**src/rtl/gauss_ppl_pkg.sv**
```systemverilog
// Shared definitions for the elastic handshake pipeline (ppl_hs_dly family):
// stage state encoding and the occupancy counter width helper.
package gauss_ppl_pkg;

  // Per-stage occupancy: nothing held, main register held, main + skid held.
  typedef enum logic [1:0] {
    PPL_EMPTY,
    PPL_BUSY,
    PPL_FULL
  } ppl_st_t;

  // Default payload width used by the top level.
  localparam int PPL_DATA_WIDTH_DEF = 32;

  // Width of a counter that must represent 0 .. 2*depth beats.
  // A zero-depth pipe still exposes a 1-bit (constant zero) counter.
  function automatic int ppl_occ_w(input int depth);
    if (depth <= 0) begin
      return 1;
    end
    return $clog2(2 * depth + 1);
  endfunction

endpackage

```
**src/rtl/ppl_skid_blk.sv**
```systemverilog
// One skid-buffer stage of the elastic pipeline.
// Holds up to two beats (main + skid). Upstream ready is a register that
// mirrors "next state is not FULL", so it never depends on the downstream
// ready in the same cycle. The payload registers carry no reset.
module ppl_skid_blk
  import gauss_ppl_pkg::*;
#(
  parameter int DATA_WH = 32
) (
  input  logic               clk_i,
  input  logic               rst_n_i,
  input  logic               valid_i,
  output logic               ready_o,
  input  logic [DATA_WH-1:0] d_i,
  output logic               valid_o,
  input  logic               ready_i,
  output logic [DATA_WH-1:0] d_o
);

  ppl_st_t            r_state;
  ppl_st_t            w_state_next;
  logic               r_rdy;
  logic [DATA_WH-1:0] r_main;
  logic [DATA_WH-1:0] r_skid;

  logic w_in_fire;
  logic w_out_fire;
  logic w_load_main_d;
  logic w_load_main_skid;
  logic w_load_skid;

  // Ready is forced low while held in reset because r_rdy resets to 0.
  assign w_in_fire  = valid_i & r_rdy;
  assign w_out_fire = (r_state != PPL_EMPTY) & ready_i;

  // Next-state and register-load decode for the three-state stage.
  always_comb begin
    w_state_next     = r_state;
    w_load_main_d    = 1'b0;
    w_load_main_skid = 1'b0;
    w_load_skid      = 1'b0;
    case (r_state)
      PPL_EMPTY: begin
        if (w_in_fire) begin
          w_state_next  = PPL_BUSY;
          w_load_main_d = 1'b1;
        end
      end
      PPL_BUSY: begin
        if (w_in_fire && !w_out_fire) begin
          // Downstream stalled: park the new beat behind the one in main.
          w_state_next = PPL_FULL;
          w_load_skid  = 1'b1;
        end else if (!w_in_fire && w_out_fire) begin
          w_state_next = PPL_EMPTY;
        end else if (w_in_fire && w_out_fire) begin
          w_load_main_d = 1'b1;
        end
      end
      PPL_FULL: begin
        // Upstream ready is low here, so only the drain case exists.
        if (w_out_fire) begin
          w_state_next     = PPL_BUSY;
          w_load_main_skid = 1'b1;
        end
      end
      default: begin
        w_state_next = PPL_EMPTY;
      end
    endcase
  end

  // Control state and registered upstream ready, cleared asynchronously.
  always_ff @(posedge clk_i or negedge rst_n_i) begin
    if (!rst_n_i) begin
      r_state <= PPL_EMPTY;
      r_rdy   <= 1'b0;
    end else begin
      r_state <= w_state_next;
      r_rdy   <= (w_state_next != PPL_FULL);
    end
  end

  // Payload storage; contents are only meaningful while the state says so.
  always_ff @(posedge clk_i) begin
    if (w_load_main_d) begin
      r_main <= d_i;
    end else if (w_load_main_skid) begin
      r_main <= r_skid;
    end
    if (w_load_skid) begin
      r_skid <= d_i;
    end
  end

  assign ready_o = r_rdy;
  assign valid_o = (r_state != PPL_EMPTY);
  assign d_o     = r_main;

endmodule

```
**src/rtl/ppl_hs_dly.sv**
```systemverilog
// Elastic pipeline delay: a chain of PIPE_DEPTH skid stages with valid/ready
// handshake. Latency PIPE_DEPTH cycles, one beat per cycle, capacity
// 2*PIPE_DEPTH beats. PIPE_DEPTH=0 wires straight through.
// Optional macro PPL_HS_OCC_CNT_EN adds the occ_o beat-occupancy output.
module ppl_hs_dly
  import gauss_ppl_pkg::*;
#(
  parameter int DATA_WIDTH = PPL_DATA_WIDTH_DEF,
  parameter int PIPE_DEPTH = 1
) (
  input  logic                  clk_i,
  input  logic                  rst_n_i,
  input  logic                  valid_i,
  output logic                  ready_o,
  input  logic [DATA_WIDTH-1:0] d_i,
  output logic                  valid_o,
  input  logic                  ready_i,
  output logic [DATA_WIDTH-1:0] d_o
`ifdef PPL_HS_OCC_CNT_EN
  ,
  output logic [ppl_occ_w(PIPE_DEPTH)-1:0] occ_o
`endif
);

  if (PIPE_DEPTH == 0) begin : g_pass
    // No storage: the handshake is purely combinational.
    logic w_unused_clk_rst;
    assign w_unused_clk_rst = clk_i ^ rst_n_i;
    assign valid_o = valid_i;
    assign ready_o = ready_i;
    assign d_o     = d_i;
  end else begin : g_chain
    // Index 0 is the block input, index PIPE_DEPTH the block output.
    logic [PIPE_DEPTH:0]                 w_vld;
    logic [PIPE_DEPTH:0]                 w_rdy;
    logic [PIPE_DEPTH:0][DATA_WIDTH-1:0] w_dat;

    assign w_vld[0]          = valid_i;
    assign w_dat[0]          = d_i;
    assign ready_o           = w_rdy[0];
    assign w_rdy[PIPE_DEPTH] = ready_i;
    assign valid_o           = w_vld[PIPE_DEPTH];
    assign d_o               = w_dat[PIPE_DEPTH];

    for (genvar gi = 0; gi < PIPE_DEPTH; gi++) begin : g_stage
      ppl_skid_blk #(
        .DATA_WH(DATA_WIDTH)
      ) u_stage (
        .clk_i  (clk_i),
        .rst_n_i(rst_n_i),
        .valid_i(w_vld[gi]),
        .ready_o(w_rdy[gi]),
        .d_i    (w_dat[gi]),
        .valid_o(w_vld[gi+1]),
        .ready_i(w_rdy[gi+1]),
        .d_o    (w_dat[gi+1])
      );
    end
  end

`ifdef PPL_HS_OCC_CNT_EN
  localparam int OCC_W = ppl_occ_w(PIPE_DEPTH);

  if (PIPE_DEPTH == 0) begin : g_occ_tie
    // A pass-through never holds a beat.
    assign occ_o = '0;
  end else begin : g_occ
    localparam logic [OCC_W-1:0] OCC_ONE = OCC_W'(1);

    logic [OCC_W-1:0] r_occ;
    logic             w_in_fire;
    logic             w_out_fire;

    assign w_in_fire  = valid_i & ready_o;
    assign w_out_fire = valid_o & ready_i;

    // Track beats held: bounded by the chain capacity since ready_o gates entry.
    always_ff @(posedge clk_i or negedge rst_n_i) begin
      if (!rst_n_i) begin
        r_occ <= '0;
      end else if (w_in_fire && !w_out_fire) begin
        r_occ <= r_occ + OCC_ONE;
      end else if (!w_in_fire && w_out_fire) begin
        r_occ <= r_occ - OCC_ONE;
      end
    end

    assign occ_o = r_occ;
  end
`endif

endmodule

```
**config.mk**
```make
export PLATFORM = sky130hd
export DESIGN_NAME = ppl_hs_dly
export DESIGN_NICKNAME = d
export VERILOG_FILES = /design/src/rtl/gauss_ppl_pkg.sv /design/src/rtl/ppl_skid_blk.sv /design/src/rtl/ppl_hs_dly.sv
export SDC_FILE = /design/constraint.sdc
export NUM_CORES = 1
export LEC_CHECK = 0
export ABC_AREA = 1
export CORE_MARGIN = 2
export CORE_UTILIZATION = 36
export CTS_CLUSTER_DIAMETER = 150
export DETAILED_ROUTE_END_ITERATION = 8
export PLACE_DENSITY = 0.65
export SLEW_MARGIN = 20
export SYNTH_ARGS = -nofsm -noshare
export SYNTH_HDL_FRONTEND = slang
export SYNTH_SLANG_ARGS = --single-unit
export TNS_END_PERCENT = 10
```
**constraint.sdc**
```tcl
create_clock -name clk_i -period 1.9 [get_ports clk_i]
set_input_delay 0.38 -clock clk_i [delete_from_list [all_inputs] [get_ports clk_i]]
set_output_delay 0.38 -clock clk_i [all_outputs]
set_load 0.02 [all_outputs]
```
==> impl_metrics.ini <==
[run_status]
outcome = completed

[yosys]
yosysWarnings = 0
synth.most_common_cell = nand2_1
synth_flop_cell = edfxtp_1
synth-seq-cells = 67
synth_nets = 227
synth_largest_area_cell = edfxtp_1
netlist_area_um2 = 2570
syn_avg_cell_area_um2 = 13.4
yosysSeqAreaShare_pct = 77.8
synth_edf_count = 64
synth_cells = 191
synthTopCellsByCount = 69 x nand2_1, 64 x edfxtp_1, 35 x nand3_1
synth_top_cell_area_share_pct = 74.9
yosysUniqueCellTypes = 13
ys_top_cells_by_area = edfxtp_1 75%, nand2_1 10%, nand3_1 6.8%
async_flop_share_pct = 4.48

[worst_setup_path]
critical_path_arrival_ns = 1.30
critical-path-top-delay-family = buffers and inverters
path_buf_inv = 1
start_kind = flop
cp_cell_sequence = clkdlybuf4s50_1
r2r_slack_ns = 0.57
cp_slowest_stage_delay_ns = 0.61
required_ns = 1.52
critPathKind = reg -> out
critPathSlowestCell = clkdlybuf4s50_1
crit_path_end_kind = output port
cp_max_fo = 1

[cts]
clockBufferDepth = 2
clock_sinks = 67
cts_tree = done
clk_pin_slew_ns = 0.07
cts_buffers = 9
cts_root_buffer = clkbuf_8
htree_levels = 3
cts_hold_buf = 0
clk_latency_ns = 0.33

[pwr]
p_sw_mw = 1.20
pwr-share-comb_pct = 27.1
seqPwrFrac_pct = 47.4
netSwitchingFraction_pct = 28.5
p_clk_share_pct = 25.4
internal_power_mw = 3.02
leakage_nw = 1.39
ir_worst_vdd_mv = 0.422
power.density_nw_per_um2 = 1170

[finish]
n_antenna_cell = 0
nets = 308
drive_gt1_share_pct = 9.42
area_growth_syn_to_layout_pct = 40.0
final_cell_area_um2 = 3590
fillers = 598

[flow_run]
drv_cap = 0

[placed_design]
gp_congestion = 0.715
dpl-instance-area_um2 = 3420
numPortBuffers = 69
dpl_worst_slack_ns = 0.0551
hpwlAfterDp_um = 3460

[min_path]
hold_class = in -> async

[detailed_routing]
ant_nets = 0
drc = 0
drt_wl_total_um = 4950
via_count = 1664
drt_iter0_drc = 101
wl_per_cell_um = 13.3
via_per_inst = 4.47
dr.pass1.iters = 5

[sta]
finClkSkew_ns = 0.00505
finalSetupTns_ns = 0
slew_headroom_pct = 84.4
report.final.slew_viol_count = 0
period_needed_ns = 1.68
finalHoldViolCount = 0
finalCritPeriodShare_pct = 88.2
finalSetupViolCount = 0
tightestPinTransition_ns = 0.234
max_freq_mhz = 597
grt_setup_unrepaired = no
setup_ws_ns = 0.224

[die]
ios = 70
core_area_um2 = 6830
num_rows = 30
dieWidth_um = 88.5
start_util_pct = 37.6
dieArea_um2 = 7820
fp.dieH_um = 88.5

[grt]
grt_max_degree = 22
grt_pass1_wl_um = 7920
grt_pass1_vias = 1652
track_usage_pct = 14.2
antenna_found_initial = 0
grt-ovfl-total = 0
[path summary, 6_finish.rpt]
kind	start	endpoint	cells after the start
min in group clk_i	g_chain.g_stage[0].u_stage.r_skid[0]	g_chain.g_stage[0].u_stage.d_o[0]	2
max in group asynchronous	rst_n_i	g_chain.g_stage[0].u_stage.r_state[1]	1
min	rst_n_i	g_chain.g_stage[0].u_stage.ready_o	1
max reg2reg	g_chain.g_stage[0].u_stage.r_state[0]	g_chain.g_stage[0].u_stage.r_skid[13]	5
max	g_chain.g_stage[0].u_stage.d_o[30]	d_o[30]	1
min reg2reg	g_chain.g_stage[0].u_stage.r_skid[0]	g_chain.g_stage[0].u_stage.d_o[0]	2
[power by group through the flow]
stage	clock [mW]	sequential (mW)	combinational (mW)
2_1_floorplan	0	2.24	0.408
3_3_place_gp	0	2.03	1.15
3_5_place_dp	0	2.04	1.17
4_1_cts	1.11	2.01	1.16
5_1_grt	1.19	2.02	1.25
6_report	1.07	2.00	1.14
[layer usage]
metal / up-vias / wire, um / track usage, %
met5: - / 0 / 0
met4: 0 / 49 / 5.92
met3: 4 / 334 / 6.16
met2: 64 / 2480 / 22.5
met1: 768 / 2090 / 17.0
li1: 828 / - / -
[registers in the layout, summed over array words and instances (netlist names)]
| signal | flops |
|---|---|
| g_chain.g_stage.u_stage.r_skid | 32 |
| g_chain.g_stage.u_stage.r_state | 2 |
| g_chain.g_stage.u_stage.ready_o | 1 |
| g_chain.g_stage.u_stage.d_o | 32 |
[kinds of logic (layout without fill, tap and decap cells)]
group | count (synthesis) | after routing | share of synthesized area [%]
flip-flops | 67 | 67 | 77.8
AND/OR/NAND/NOR | 110 | 110 | 18.7
buffers and inverters | 13 | 98 | 3.36
AO/OA/AOI/OAI | 1 | 1 | 0.195
[stage by stage]
stage	hold WS (ns)	std cells	util, %	total power, mW
final	0.229	372	52.6	4.22
after global routing	0.218	372	52.6	4.46
after CTS	0.204	372	52.6	4.28
after detailed placement	0.499	357	50.1	3.20
after global placement	0.493	357	50.1	3.17
after floorplan	0.0844	191	-	2.65
[what timing repair did]
item,CTS,global route
buffers inserted,0,0
setup endpoints to repair,1,0
gates resized for setup,1,0
[cells in the final DEF, fill, tap and decap left out]
cell              n
buf_12            3
buf_4             7
bufinv_16         1
clkbuf_1          2
clkbuf_8          9
clkdlybuf4s50_1  68
clkinv_1          2
clkinv_2          1
dfrtp_1           3
dlygate4sd2_1     1
edfxtp_1         64
inv_1             3
inv_2             1
nand2_1          68
nand2_2           1
nand2_4           2
nand3_1          35
nor2_1            3
nor2_4            1
o21ai_0           1
[area by class of cell]
cell class                      count  area, um2  area share (%)
Clock inverter                      4       42.5            1.18
Tap cell                           96        120            3.34
Multi-Input combinational cell    111        487            13.5
Timing Repair Buffer               79        802            22.3
Inverter                            4       15.0           0.418
Sequential cell                    67       2000            55.6
Clock buffer                       11        131            3.65
Note: power is estimated with default switching activity, not from simulation.
